$ cat src/rtl/decode_pkg.sv
// Shared RV32 decode constants: opcodes, funct fields, one-hot bit indices and immediate formats.
package decode_pkg;

  localparam int INSTR_W_DEF = 48;

  localparam logic [6:0] OPC_OP     = 7'b0110011;
  localparam logic [6:0] OPC_OPIMM  = 7'b0010011;
  localparam logic [6:0] OPC_LOAD   = 7'b0000011;
  localparam logic [6:0] OPC_STORE  = 7'b0100011;
  localparam logic [6:0] OPC_BRANCH = 7'b1100011;
  localparam logic [6:0] OPC_JAL    = 7'b1101111;
  localparam logic [6:0] OPC_JALR   = 7'b1100111;
  localparam logic [6:0] OPC_LUI    = 7'b0110111;
  localparam logic [6:0] OPC_AUIPC  = 7'b0010111;
  localparam logic [6:0] OPC_SYSTEM = 7'b1110011;
  localparam logic [6:0] OPC_MISC   = 7'b0001111;

  localparam logic [2:0] F3_ADD = 3'd0, F3_SLL = 3'd1, F3_SLT = 3'd2, F3_SLTU = 3'd3;
  localparam logic [2:0] F3_XOR = 3'd4, F3_SRL = 3'd5, F3_OR  = 3'd6, F3_AND  = 3'd7;
  localparam logic [2:0] F3_LB  = 3'd0, F3_LH  = 3'd1, F3_LW  = 3'd2, F3_LBU  = 3'd4, F3_LHU = 3'd5;
  localparam logic [2:0] F3_BEQ = 3'd0, F3_BNE = 3'd1, F3_BLT = 3'd4, F3_BGE  = 3'd5;
  localparam logic [2:0] F3_BLTU = 3'd6, F3_BGEU = 3'd7;
  localparam logic [2:0] F3_MUL = 3'd0, F3_MULH = 3'd1, F3_MULHSU = 3'd2, F3_MULHU = 3'd3;
  localparam logic [2:0] F3_DIV = 3'd4, F3_DIVU = 3'd5, F3_REM = 3'd6, F3_REMU = 3'd7;

  localparam logic [6:0] F7_BASE = 7'b0000000, F7_ALT = 7'b0100000, F7_MULDIV = 7'b0000001;

  localparam logic [31:0] WORD_ECALL = 32'h0000_0073, WORD_EBREAK = 32'h0010_0073;

  localparam logic [5:0] B_ADD  = 6'd0,  B_SUB  = 6'd1,  B_XOR   = 6'd2,  B_OR    = 6'd3;
  localparam logic [5:0] B_AND  = 6'd4,  B_SLL  = 6'd5,  B_SRL   = 6'd6,  B_SRA   = 6'd7;
  localparam logic [5:0] B_SLT  = 6'd8,  B_SLTU = 6'd9,  B_ADDI  = 6'd10, B_XORI  = 6'd11;
  localparam logic [5:0] B_ORI  = 6'd12, B_ANDI = 6'd13, B_SLLI  = 6'd14, B_SRLI  = 6'd15;
  localparam logic [5:0] B_SRAI = 6'd16, B_SLTI = 6'd17, B_SLTIU = 6'd18, B_LB    = 6'd19;
  localparam logic [5:0] B_LH   = 6'd20, B_LW   = 6'd21, B_LBU   = 6'd22, B_LHU   = 6'd23;
  localparam logic [5:0] B_SB   = 6'd24, B_SH   = 6'd25, B_SW    = 6'd26, B_BEQ   = 6'd27;
  localparam logic [5:0] B_BNE  = 6'd28, B_BLT  = 6'd29, B_BGE   = 6'd30, B_BLTU  = 6'd31;
  localparam logic [5:0] B_BGEU = 6'd32, B_JAL  = 6'd33, B_JALR  = 6'd34, B_LUI   = 6'd35;
  localparam logic [5:0] B_AUIPC = 6'd36, B_ECALL = 6'd37, B_EBREAK = 6'd38, B_FENCE = 6'd39;
  localparam logic [5:0] B_MUL  = 6'd40, B_MULH = 6'd41, B_MULHU = 6'd42, B_MULHSU = 6'd43;
  localparam logic [5:0] B_DIV  = 6'd44, B_DIVU = 6'd45, B_REM   = 6'd46, B_REMU  = 6'd47;

  typedef enum logic [2:0] {FMT_R, FMT_I, FMT_S, FMT_B, FMT_U, FMT_J} imm_fmt_e;

  function automatic logic [31:0] imm_gen(input imm_fmt_e fmt, input logic [31:0] i);
    case (fmt)
      FMT_I:   return {{20{i[31]}}, i[31:20]};
      FMT_S:   return {{20{i[31]}}, i[31:25], i[11:7]};
      FMT_B:   return {{19{i[31]}}, i[31], i[7], i[30:25], i[11:8], 1'b0};
      FMT_U:   return {i[31:12], 12'b0};
      FMT_J:   return {{11{i[31]}}, i[31], i[19:12], i[20], i[30:21], 1'b0};
      default: return '0;
    endcase
  endfunction

endpackage

$ cat src/rtl/rv32_onehot_encoder.sv
// Combinational RV32I(+M) instruction to one-hot op encoder with register fields and immediate.
// RV32M_DECODE_EN adds the multiply/divide group (bits 40-47); without it those words are illegal.
module rv32_onehot_encoder
  import decode_pkg::*;
#(
  parameter int INSTR_W = INSTR_W_DEF
) (
  input  logic [31:0]        instr,
  output logic [INSTR_W-1:0] onehot,
  output logic               alu_en,
  output logic               illegal,
  output logic [31:0]        imm,
  output logic [4:0]         rs1_addr,
  output logic [4:0]         rs2_addr,
  output logic [4:0]         rd_addr
);

  logic [6:0] opc, f7;
  logic [2:0] f3;
  logic       hit;
  logic [5:0] idx;
  imm_fmt_e   fmt;
  logic [47:0] oh_full;

  assign opc = instr[6:0];
  assign f3  = instr[14:12];
  assign f7  = instr[31:25];

  always_comb begin
    hit = 1'b1;
    idx = B_ADD;
    fmt = FMT_R;
    case (opc)
      OPC_OP: begin
        if (f7 == F7_BASE) begin
          case (f3)
            F3_ADD:  idx = B_ADD;
            F3_SLL:  idx = B_SLL;
            F3_SLT:  idx = B_SLT;
            F3_SLTU: idx = B_SLTU;
            F3_XOR:  idx = B_XOR;
            F3_SRL:  idx = B_SRL;
            F3_OR:   idx = B_OR;
            default: idx = B_AND;
          endcase
        end else if (f7 == F7_ALT && f3 == F3_ADD) idx = B_SUB;
        else if (f7 == F7_ALT && f3 == F3_SRL) idx = B_SRA;
`ifdef RV32M_DECODE_EN
        else if (f7 == F7_MULDIV) begin
          case (f3)
            F3_MUL:    idx = B_MUL;
            F3_MULH:   idx = B_MULH;
            F3_MULHSU: idx = B_MULHSU;
            F3_MULHU:  idx = B_MULHU;
            F3_DIV:    idx = B_DIV;
            F3_DIVU:   idx = B_DIVU;
            F3_REM:    idx = B_REM;
            default:   idx = B_REMU;
          endcase
        end
`endif
        else hit = 1'b0;
      end
      OPC_OPIMM: begin
        fmt = FMT_I;
        case (f3)
          F3_ADD:  idx = B_ADDI;
          F3_SLT:  idx = B_SLTI;
          F3_SLTU: idx = B_SLTIU;
          F3_XOR:  idx = B_XORI;
          F3_OR:   idx = B_ORI;
          F3_AND:  idx = B_ANDI;
          F3_SLL:  begin idx = B_SLLI; hit = (f7 == F7_BASE); end
          default: begin
            idx = (f7 == F7_ALT) ? B_SRAI : B_SRLI;
            hit = (f7 == F7_BASE) || (f7 == F7_ALT);
          end
        endcase
      end
      OPC_LOAD: begin
        fmt = FMT_I;
        case (f3)
          F3_LB:   idx = B_LB;
          F3_LH:   idx = B_LH;
          F3_LW:   idx = B_LW;
          F3_LBU:  idx = B_LBU;
          F3_LHU:  idx = B_LHU;
          default: hit = 1'b0;
        endcase
      end
      OPC_STORE: begin
        fmt = FMT_S;
        case (f3)
          F3_LB:   idx = B_SB;
          F3_LH:   idx = B_SH;
          F3_LW:   idx = B_SW;
          default: hit = 1'b0;
        endcase
      end
      OPC_BRANCH: begin
        fmt = FMT_B;
        case (f3)
          F3_BEQ:  idx = B_BEQ;
          F3_BNE:  idx = B_BNE;
          F3_BLT:  idx = B_BLT;
          F3_BGE:  idx = B_BGE;
          F3_BLTU: idx = B_BLTU;
          F3_BGEU: idx = B_BGEU;
          default: hit = 1'b0;
        endcase
      end
      OPC_JAL:   begin fmt = FMT_J; idx = B_JAL; end
      OPC_JALR:  begin fmt = FMT_I; idx = B_JALR; hit = (f3 == 3'd0); end
      OPC_LUI:   begin fmt = FMT_U; idx = B_LUI; end
      OPC_AUIPC: begin fmt = FMT_U; idx = B_AUIPC; end
      OPC_SYSTEM: begin
        fmt = FMT_I;
        idx = (instr == WORD_EBREAK) ? B_EBREAK : B_ECALL;
        hit = (instr == WORD_ECALL) || (instr == WORD_EBREAK);
      end
      OPC_MISC:  begin fmt = FMT_I; idx = B_FENCE; hit = (f3 == 3'd0); end
      default:   hit = 1'b0;
    endcase
  end

  assign oh_full  = hit ? (48'd1 << idx) : 48'd0;
  assign onehot   = INSTR_W'(oh_full);
  assign illegal  = ~hit;
  assign alu_en   = hit && ((idx <= B_SLTIU) || (idx >= B_MUL));
  assign imm      = imm_gen(fmt, instr);
  assign rs1_addr = instr[19:15];
  assign rs2_addr = instr[24:20];
  assign rd_addr  = instr[11:7];

endmodule

$ cat src/rtl/rv32_decode_stage.sv
// RV32 decode stage: one-hot encoder feeding a main register backed by a one-entry skid.
// Build with RV32M_DECODE_EN to decode the M extension (passed down to the encoder).
module rv32_decode_stage
  import decode_pkg::*;
#(
  parameter int INSTR_W = INSTR_W_DEF,
  parameter int CNT_W   = 16
) (
  input  logic               clk,
  input  logic               rst_n,
  input  logic               flush,
  input  logic               in_valid,
  output logic               in_ready,
  input  logic [31:0]        in_instr,
  input  logic [31:0]        in_pc,
  output logic               out_valid,
  input  logic               out_ready,
  output logic [INSTR_W-1:0] out_instr_onehot,
  output logic               out_alu_en,
  output logic [4:0]         out_rs1_addr,
  output logic [4:0]         out_rs2_addr,
  output logic [4:0]         out_rd_addr,
  output logic [31:0]        out_imm,
  output logic [31:0]        out_pc,
  output logic               out_illegal,
  output logic [CNT_W-1:0]   illegal_count
);

  typedef struct packed {
    logic [INSTR_W-1:0] onehot;
    logic               alu_en;
    logic               illegal;
    logic [4:0]         rs1;
    logic [4:0]         rs2;
    logic [4:0]         rd;
    logic [31:0]        imm;
    logic [31:0]        pc;
  } entry_t;

  function automatic logic [CNT_W-1:0] sat_inc(input logic [CNT_W-1:0] v);
    return (&v) ? v : v + 1'b1;
  endfunction

  logic [INSTR_W-1:0] oh_p0;
  logic               alu_en_p0, illegal_p0;
  logic [4:0]         rs1_p0, rs2_p0, rd_p0;
  logic [31:0]        imm_p0;
  entry_t             dec_p0, ent_p1, skid_p1;
  logic               vld_p1, skid_vld_p1;
  logic               push, pop, main_free;

  // Stage 0: combinational decode of the fetch word
  rv32_onehot_encoder #(.INSTR_W(INSTR_W)) u_enc (
    .instr    (in_instr),
    .onehot   (oh_p0),
    .alu_en   (alu_en_p0),
    .illegal  (illegal_p0),
    .imm      (imm_p0),
    .rs1_addr (rs1_p0),
    .rs2_addr (rs2_p0),
    .rd_addr  (rd_p0)
  );

  assign dec_p0 = {oh_p0, alu_en_p0, illegal_p0, rs1_p0, rs2_p0, rd_p0, imm_p0, in_pc};

  assign in_ready  = ~skid_vld_p1;
  assign push      = in_valid && in_ready;
  assign pop       = vld_p1 && out_ready;
  assign main_free = ~vld_p1 || pop;

  // Stage 1: main output register; the skid only fills while main is stalled
  always_ff @(posedge clk or negedge rst_n) begin
    if (!rst_n) begin
      vld_p1      <= 1'b0;
      skid_vld_p1 <= 1'b0;
      ent_p1      <= '0;
      skid_p1     <= '0;
    end else if (flush) begin
      vld_p1      <= 1'b0;
      skid_vld_p1 <= 1'b0;
    end else if (main_free) begin
      if (skid_vld_p1) begin
        ent_p1      <= skid_p1;
        vld_p1      <= 1'b1;
        skid_vld_p1 <= 1'b0;
      end else begin
        vld_p1 <= push;
        if (push) ent_p1 <= dec_p0;
      end
    end else if (push) begin
      skid_p1     <= dec_p0;
      skid_vld_p1 <= 1'b1;
    end
  end

  always_ff @(posedge clk or negedge rst_n) begin
    if (!rst_n) illegal_count <= '0;
    else if (pop && ent_p1.illegal && !flush) illegal_count <= sat_inc(illegal_count);
  end

  assign out_valid        = vld_p1;
  assign out_instr_onehot = ent_p1.onehot;
  assign out_alu_en       = ent_p1.alu_en;
  assign out_illegal      = ent_p1.illegal;
  assign out_rs1_addr     = ent_p1.rs1;
  assign out_rs2_addr     = ent_p1.rs2;
  assign out_rd_addr      = ent_p1.rd;
  assign out_imm          = ent_p1.imm;
  assign out_pc           = ent_p1.pc;

endmodule

$ cat config.mk
export PLATFORM = sky130hd
export DESIGN_NAME = rv32_decode_stage
export DESIGN_NICKNAME = d
export VERILOG_FILES = /design/src/rtl/decode_pkg.sv /design/src/rtl/rv32_onehot_encoder.sv /design/src/rtl/rv32_decode_stage.sv
export SDC_FILE = /design/constraint.sdc
export NUM_CORES = 1
export LEC_CHECK = 0
export CORE_MARGIN = 10
export CORE_UTILIZATION = 48
export DETAILED_ROUTE_END_ITERATION = 8
export PLACE_DENSITY = 0.73
export SYNTH_ARGS = -nofsm -noshare
export SYNTH_HDL_FRONTEND = slang
export SYNTH_SLANG_ARGS = --single-unit
export TNS_END_PERCENT = 10
$ cat constraint.sdc
create_clock -name clk -period 2 [get_ports clk]
set_input_delay 0.2 -clock clk [delete_from_list [all_inputs] [get_ports clk]]
set_output_delay 0.2 -clock clk [all_outputs]
set_load 0.005 [all_outputs]
==> summary.md, run 1 <==
| Metric | Value |
|---|---|
| Syn Nets | about 1,300 |
| Cell count after synthesis | 1,274 |
| Most frequent cells in the layout | 275 x dfrtp_1, 201 x nand2_1, 187 x clkdlybuf4s50_1, 184 x buf_4, 159 x o21ai_0 |
| Hold path startpoint | in_instr[10] |
| Placed cell count | approximately 1,900 |
| Synth cell types | 64 |
| Met3 Resource Use GR | 5.53% |
| Met2 Use GR | 35.9% |
| Global-route wire length before repair | 60.8 mm |
| Ports | 216 |
| Vias in the first global route | ~11,000 |
| Mean area per synthesized cell | between 9 and 10 µm² |
| Leak Pwr | 0.00807 µW |
| #FFs+latches synth | about 280 |
| FP Rows | 59 |
| R2R Setup Slk | 0.12 ns |
| Ys Warns | 0 |
| Max Fclk | 0.480 GHz |
| H-tree depth | 1 |
| Commonest non-fill, non-tap cell in the layout | dfrtp_1 |
| CTS Sinks | 276 |
| Cell Pwr Density | 778 nW/µm² |
| Slew Limit Fails | 0 |
| Max Clock Skew | 0.00916 ns |
| Final hold vios | 0 |
| Maximum Capacitance Violations | 0 |
| Async set-or-reset flop fraction in the synthesized netlist | between 90% and 100% |
| Placed inst area | 16,500 µm² |
| Crit path capture type | flip-flop |
| Clock slew at reported path FFs | 0.06 ns |
| DRC errors left | 0 |
| RSZ-0062 raised after global routing | true |
| DRT antenna net count | 0 |
| Failing checks | setup timing |
| Largest net degree at the start of global routing | 115 |
| DRT Pass-1 Iters | 5 |
| CP Class | input pin to flip-flop |
| Power after layout | between 10,000 and 15,000 µW |
| Final Cell Area | between 15,000 and 20,000 µm² |
| Gpl congestion | ~0.91 |
| Vias post-DR | 10,900 |
| DRT Wirelength | 38.1 mm |
| Later-pin clock latency in the skew report | 0.55 ns |
| Die ar. | 33,100 µm² |
| Syn-to-layout area delta | 43.8% |
| Busiest grt layer | met2 |
| Outcome | complete, but fails checks |
| Root Buffer | clkbuf_16 |
| CP Launch Type | input pin |
| Worst setup path start | in_instr[25] |
| Post-synthesis cell area | 12,600 µm² |
| Setup violators final | 11 |
| Max_slew headroom | 65.0% |
| Buffers on Ports | about 220 |
| NumNets Final | 1,713 |
| Core area | 25,900 µm² |
| Worst-margin pin slew | 0.525 ns |
| Grt ovf | 0 |
| Die W | 182 µm |
| Initial antenna violation count | 1 |
| Vias per cell | 5.47 |
| Setup TNS | -0.321 ns |
| Ratio of cells with drive above 1 in the final layout | 25.1% |
| Final min period | between 2 and 2.5 ns |
| Met1 GRT Util | between 20 and 30% |
| CTS Buffer Depth | 3 |
| Initial DRC count | 816 |
| EDFF count, synth | 0 |
| Mean routed wirelength per cell | 19.1 µm |
| CP Data Arrival Time | 2.55 ns |
| Worst vdd ir | 815 µV |
| Total Routing Usage GR | between 20% and 30% |
| Cell Count, Final, Fillers Out | 2,000 |
| Die height | 182 µm |
| CTS Buf Count | 29 |
| Worst setup margin | -0.0842 ns |
| Initial Util | 48.5% |
| Worst Path Max Fanout | 5 |
| Period utilisation layout | 104% |
| Crit path required time | 2.47 ns |
| CTS tree | yes |
| R2r startpoint | illegal_count[4]$_DFFE_PN0P_ |
| Ys flop type | dfrtp_1 |
| DP Wirelength | 27.4 mm |
| Hold Crit Class | input pin to flip-flop |
| # fillers | ~2,000 |
| Post-synthesis sequential area ratio | 54.9% |
==> report_power, final <==
group	internal, µW	switching [µW]
registers	6140	318
logic	1260	992
clock network	3180	2180
==> kinds of logic (layout without fill, tap and decap cells) <==
group                      count (synthesis)  count (layout)  share of synthesized area, %
and+or+nand+nor                          440             440                          16.6
DFF                                      276             276                          54.9
buffers and inverters                     97             487                          3.24
AOI/OAI and AO/OA                        330             330                          14.3
muxes                                    114             114                          9.73
adders and majority gates                  1               1                        0.0995
other                                      0               1                             0
xor gates and xnor gates                  16              16                          1.11
==> sequential cells by signal, summed over array words and instances (netlist names), 5 cells and up <==
signal	cells
out_rd_addr	5
out_rs2_addr	5
skid_p1	129
out_rs1_addr	5
out_pc	32
illegal_count	16
out_instr_onehot	48
out_imm	32
==> layer usage <==
metal  routed length, µm  vias up
met4                 838        0
met5                   0        -
met2               18000      302
met3                2780       56
li1                    -     5231
met1               16500     5347
==> worst paths after layout <==
| path | to | cells past startpoint |
|---|---|---|
| min in group asynchronous | out_pc[29]$_DFFE_PN0P_ | 2 |
| hold / removal | skid_p1[67]$_DFFE_PN0P_ | 3 |
| hold reg to reg | out_instr_onehot[46]$_DFFE_PN0P_ | 2 |
| setup reg to reg | illegal_count[11]$_DFFE_PN0P_ | 8 |
| max in group asynchronous | skid_p1[3]$_DFFE_PN0P_ | 3 |
| setup / recovery | out_instr_onehot[24]$_DFFE_PN0P_ | 9 |
==> cell usage after synthesis (4+ instances only) <==
cell type / number / area (µm²)
dfrtp_1: 276 / 6910
nand2_1: 206 / 773
o21ai_0: 182 / 911
a21oi_1: 96 / 480
nor2_1: 69 / 259
mux2_2: 66 / 743
clkbuf_1: 64 / 240
mux2i_1: 48 / 480
nand3_1: 38 / 190
and3_1: 18 / 113
nand4_1: 17 / 106
nor3_1: 15 / 75.1
and2_1: 14 / 87.6
buf_1: 12 / 45.0
xnor2_1: 11 / 96.3
or4_1: 9 / 67.6
buf_2: 8 / 40.0
or2_2: 8 / 50.1
nand2b_1: 7 / 43.8
or3_1: 7 / 43.8
a21o_1: 6 / 45.0
inv_1: 6 / 22.5
nor4_1: 6 / 37.5
a22oi_1: 5 / 37.5
buf_4: 5 / 37.5
nor2b_1: 5 / 31.3
o22ai_1: 5 / 31.3
o41ai_1: 5 / 43.8
xor2_1: 5 / 43.8
o211ai_1: 4 / 30.0
==> area by class of cell <==
class / instances / area [µm²] / area share [%]
flip-flops and latches: 276 / 6910 / 38.2
multi-input cells: 901 / 5760 / 31.8
repair buffers: 429 / 4020 / 22.2
clock buffers: 43 / 848 / 4.69
well taps: 335 / 419 / 2.32
clock inverters: 9 / 103 / 0.567
inverters: 6 / 22.5 / 0.125
diodes: 1 / 2.50 / 0.0138
==> worst max-delay path, stage by stage <==
cell and delay [ns]:
buf_6 0.10, nor4_4 0.24, buf_4 0.18, and4_4 0.22
nor3_2 0.05, or4b_4 0.54, or3_4 0.41, or4_1 0.47
a21oi_1 0.14
==> repair_timing <==
action | CTS | global route
hold endpoints to repair | 58 | 0
resized for setup | 102 | 72
endpoints found under the setup margin | 106 | 86
hold buffers | 1 | 0
setup buffers | 13 | 6
pin swaps | 34 | 28
==> per-stage QoR <==
| stage | utilization, % | setup WS (ns) | hold slack (ns) |
|---|---|---|---|
| floorplan | - | -0.574 | -0.0956 |
| global placement | 63.8 | -1.04 | 0.196 |
| detailed placement | 63.8 | -1.16 | 0.199 |
| CTS | 68.8 | -0.143 | 0.0709 |
| global route | 69.8 | -0.141 | 0.0668 |
| finish | 69.8 | -0.0842 | 0.0751 |
(Power assumes the default switching activity.)
==> inputs of run 2 (changes only) <==
--- a/config.mk
+++ b/config.mk
@@ -5,6 +5,7 @@
 export SDC_FILE = /design/constraint.sdc
 export NUM_CORES = 1
 export LEC_CHECK = 0
+export CORE_ASPECT_RATIO = 1.2
 export CORE_MARGIN = 10
 export CORE_UTILIZATION = 48
 export DETAILED_ROUTE_END_ITERATION = 8
==> run 2 against run 1 <==
Effect of this change:
- fmax decreased by 2.1%
- critical endpoint unchanged
- sequential power about the same
- non-clock buffer count decreased by 4
- setup slack got worse by 0.045 ns
- combinational power about the same
- die area about the same
- highest routed layer is now met5
- worst hold slack got worse by 0.0079 ns
- first-iteration DRC count decreased by 14%
- the flow still finishes with violations (setup timing)
- via count increased by 0.54%
==> summary.md, run 2 (synthesized netlist as in run 1, its figures left out) <==
| Metric | Value |
|---|---|
| Outcome | complete, but fails checks |
| Failing checks | setup timing |
| Cell Pwr Density | between 700 and 800 nW/µm² |
| Most frequent cells in the layout | 275 x dfrtp_1, 202 x nand2_1, 189 x clkdlybuf4s50_1, 186 x buf_4, 163 x o21ai_0 |
| Hold Path Sink | skid_p1[57]$_DFFE_PN0P_ |
| Hold slack | 0.0672 ns |
| Die ar. | 33,100 µm² |
| Power after layout | 14,200 µW |
| DRC errors left | 0 |
| R2R depth | 8 |
| Cell Count, Final, Fillers Out | 1,989 |
| Max reg flops | 129 |
| R2r startpoint | illegal_count[9]$_DFFE_PN0P_ |
| Die height | 197 µm |
| Max_slew headroom | 59.0% |
| H-tree depth | 1 |
| # fillers | between 1,500 and 2,000 |
| Buffers on Ports | between 200 and 250 |
| Die W | 168 µm |
| Final min period | 2.13 ns |
| Worst vdd ir | 800 µV |
| Maximum Capacitance Violations | 0 |
| Syn-to-layout area delta | 42.2% |
| Worst Path Max Fanout | 5 |
| Max Fclk | 0.470 GHz |
| DRT antenna net count | 0 |
| Mean routed wirelength per cell | 19.4 µm |
| Crit path required time | 2.47 ns |
| Worst-margin pin slew | 0.615 ns |
| Root Buffer | clkbuf_16 |
| Commonest non-fill, non-tap cell in the layout | dfrtp_1 |
| Biggest register | skid_p1 |
| Hold Crit Class | input pin to flip-flop |
| Initial antenna violation count | 3 |
| Worst slack at placement | -1.21 ns |
| Slew Limit Fails | 0 |
| DP Wirelength | 27.8 mm |
| Clock slew at reported path FFs | 0.06 ns |
| CP Launch Type | input pin |
| RSZ-0062 raised after global routing | true |
| R2R Setup Slk | 0.09 ns |
| Global-route wire length before repair | 62.5 mm |
| Setup violators final | 23 |
| Reg2reg end | illegal_count[15]$_DFFE_PN0P_ |
| Later-pin clock latency in the skew report | 0.56 ns |
| Gpl congestion | ~0.9 |
| CP Class | input pin to flip-flop |
| Placed cell count | approximately 1,900 |
| DRT Wirelength | 38.6 mm |
| Period utilisation layout | 106% |
| CTS Buf Count | 28 |
| Initial DRC count | 698 |
| Vias in the first global route | 11,400 |
| CTS Sinks | 276 |
| Vias per cell | roughly 5.5 |
| Grt ovf | 0 |
| Leak Pwr | 0.00797 µW |
| CTS tree | yes |
| Largest net degree at the start of global routing | 71 |
| Total Routing Usage GR | between 20% and 30% |
| Vias post-DR | 11,000 |
| CTS Buffer Depth | 3 |
| DRT Pass-1 Iters | 5 |
| Hold path depth | 4 |
| Hold path startpoint | in_instr[25] |
| FP Rows | 64 |
| Ratio of cells with drive above 1 in the final layout | 24.1% |
| Initial Util | 49.1% |
| Crit path capture type | flip-flop |
| Max Clock Skew | 0.0200 ns |
| NumNets Final | roughly 1,700 |
| CP Data Arrival Time | 2.60 ns |
| Final hold vios | 0 |
| Worst setup margin | -0.129 ns |
| Setup TNS | -1.57 ns |
| Core area | 25,600 µm² |
| Ports | ~220 |
==> run 2: worst max path at each step <==
stage / from / endpoint / cells past startpoint
5_1_grt: in_instr[25] / out_instr_onehot[24]$_DFFE_PN0P_ / 9
3_5_place_dp: in_instr[27] / out_instr_onehot[30]$_DFFE_PN0P_ / 9
2_1_floorplan: in_instr[27] / out_instr_onehot[24]$_DFFE_PN0P_ / 9
6_report: in_instr[25] / out_instr_onehot[24]$_DFFE_PN0P_ / 9
3_3_place_gp: in_instr[27] / out_instr_onehot[8]$_DFFE_PN0P_ / 9
4_1_cts: in_instr[29] / out_instr_onehot[24]$_DFFE_PN0P_ / 9
==> run 2: through the flow <==
stage / utilization [%] / instance area, µm²
3_3_place_gp: 64.4 / 16500
6_report: 69.8 / 17900
5_1_grt: 69.8 / 17900
4_1_cts: 69.4 / 17800
2_1_floorplan: - / 12700
3_5_place_dp: 64.4 / 16500
==> run 2: report_power, final <==
| group | leakage (µW) | internal [µW] | total [µW] | switching, µW |
|---|---|---|---|---|
| logic | 0.00386 | 1250 | 2250 | 998 |
| clock network | 0.000479 | 3350 | 5540 | 2190 |
| registers | 0.00364 | 6140 | 6460 | 317 |
==> run 2: repair_timing <==
item,in CTS,in global routing
hold buffers,1,0
setup buffers,3,2
cloned,3,0
endpoints found under the setup margin,111,80
endpoints found under the hold margin,57,0
resized for setup,99,43
pin swaps,24,19
==> run 2: area by class of cell <==
class	count	area (µm²)	area share, %
Antenna cell	1	2.50	0.0140
Clock buffer	42	823	4.60
Clock inverter	8	155	0.868
Inverter	6	25.0	0.140
Multi-Input combinational cell	901	5630	31.5
Sequential cell	276	6910	38.6
Tap cell	330	413	2.31
Timing Repair Buffer	425	3930	22.0
==> run 2: routing by layer <==
metal	global-route usage [%]	vias up	routed length (µm)
met4	6.71	4	1030
li1	-	5228	-
met2	38.6	350	19000
met1	27.5	5348	15300
met5	0	-	20
met3	7.09	65	3280
==> run 2: worst max-delay path: stages <==
cell,delay (ns)
buf_6,0.10
nor4_4,0.38
buf_4,0.18
and4_4,0.20
nor3_2,0.04
or4b_4,0.49
or3_4,0.41
or4_1,0.47
a21oi_1,0.13
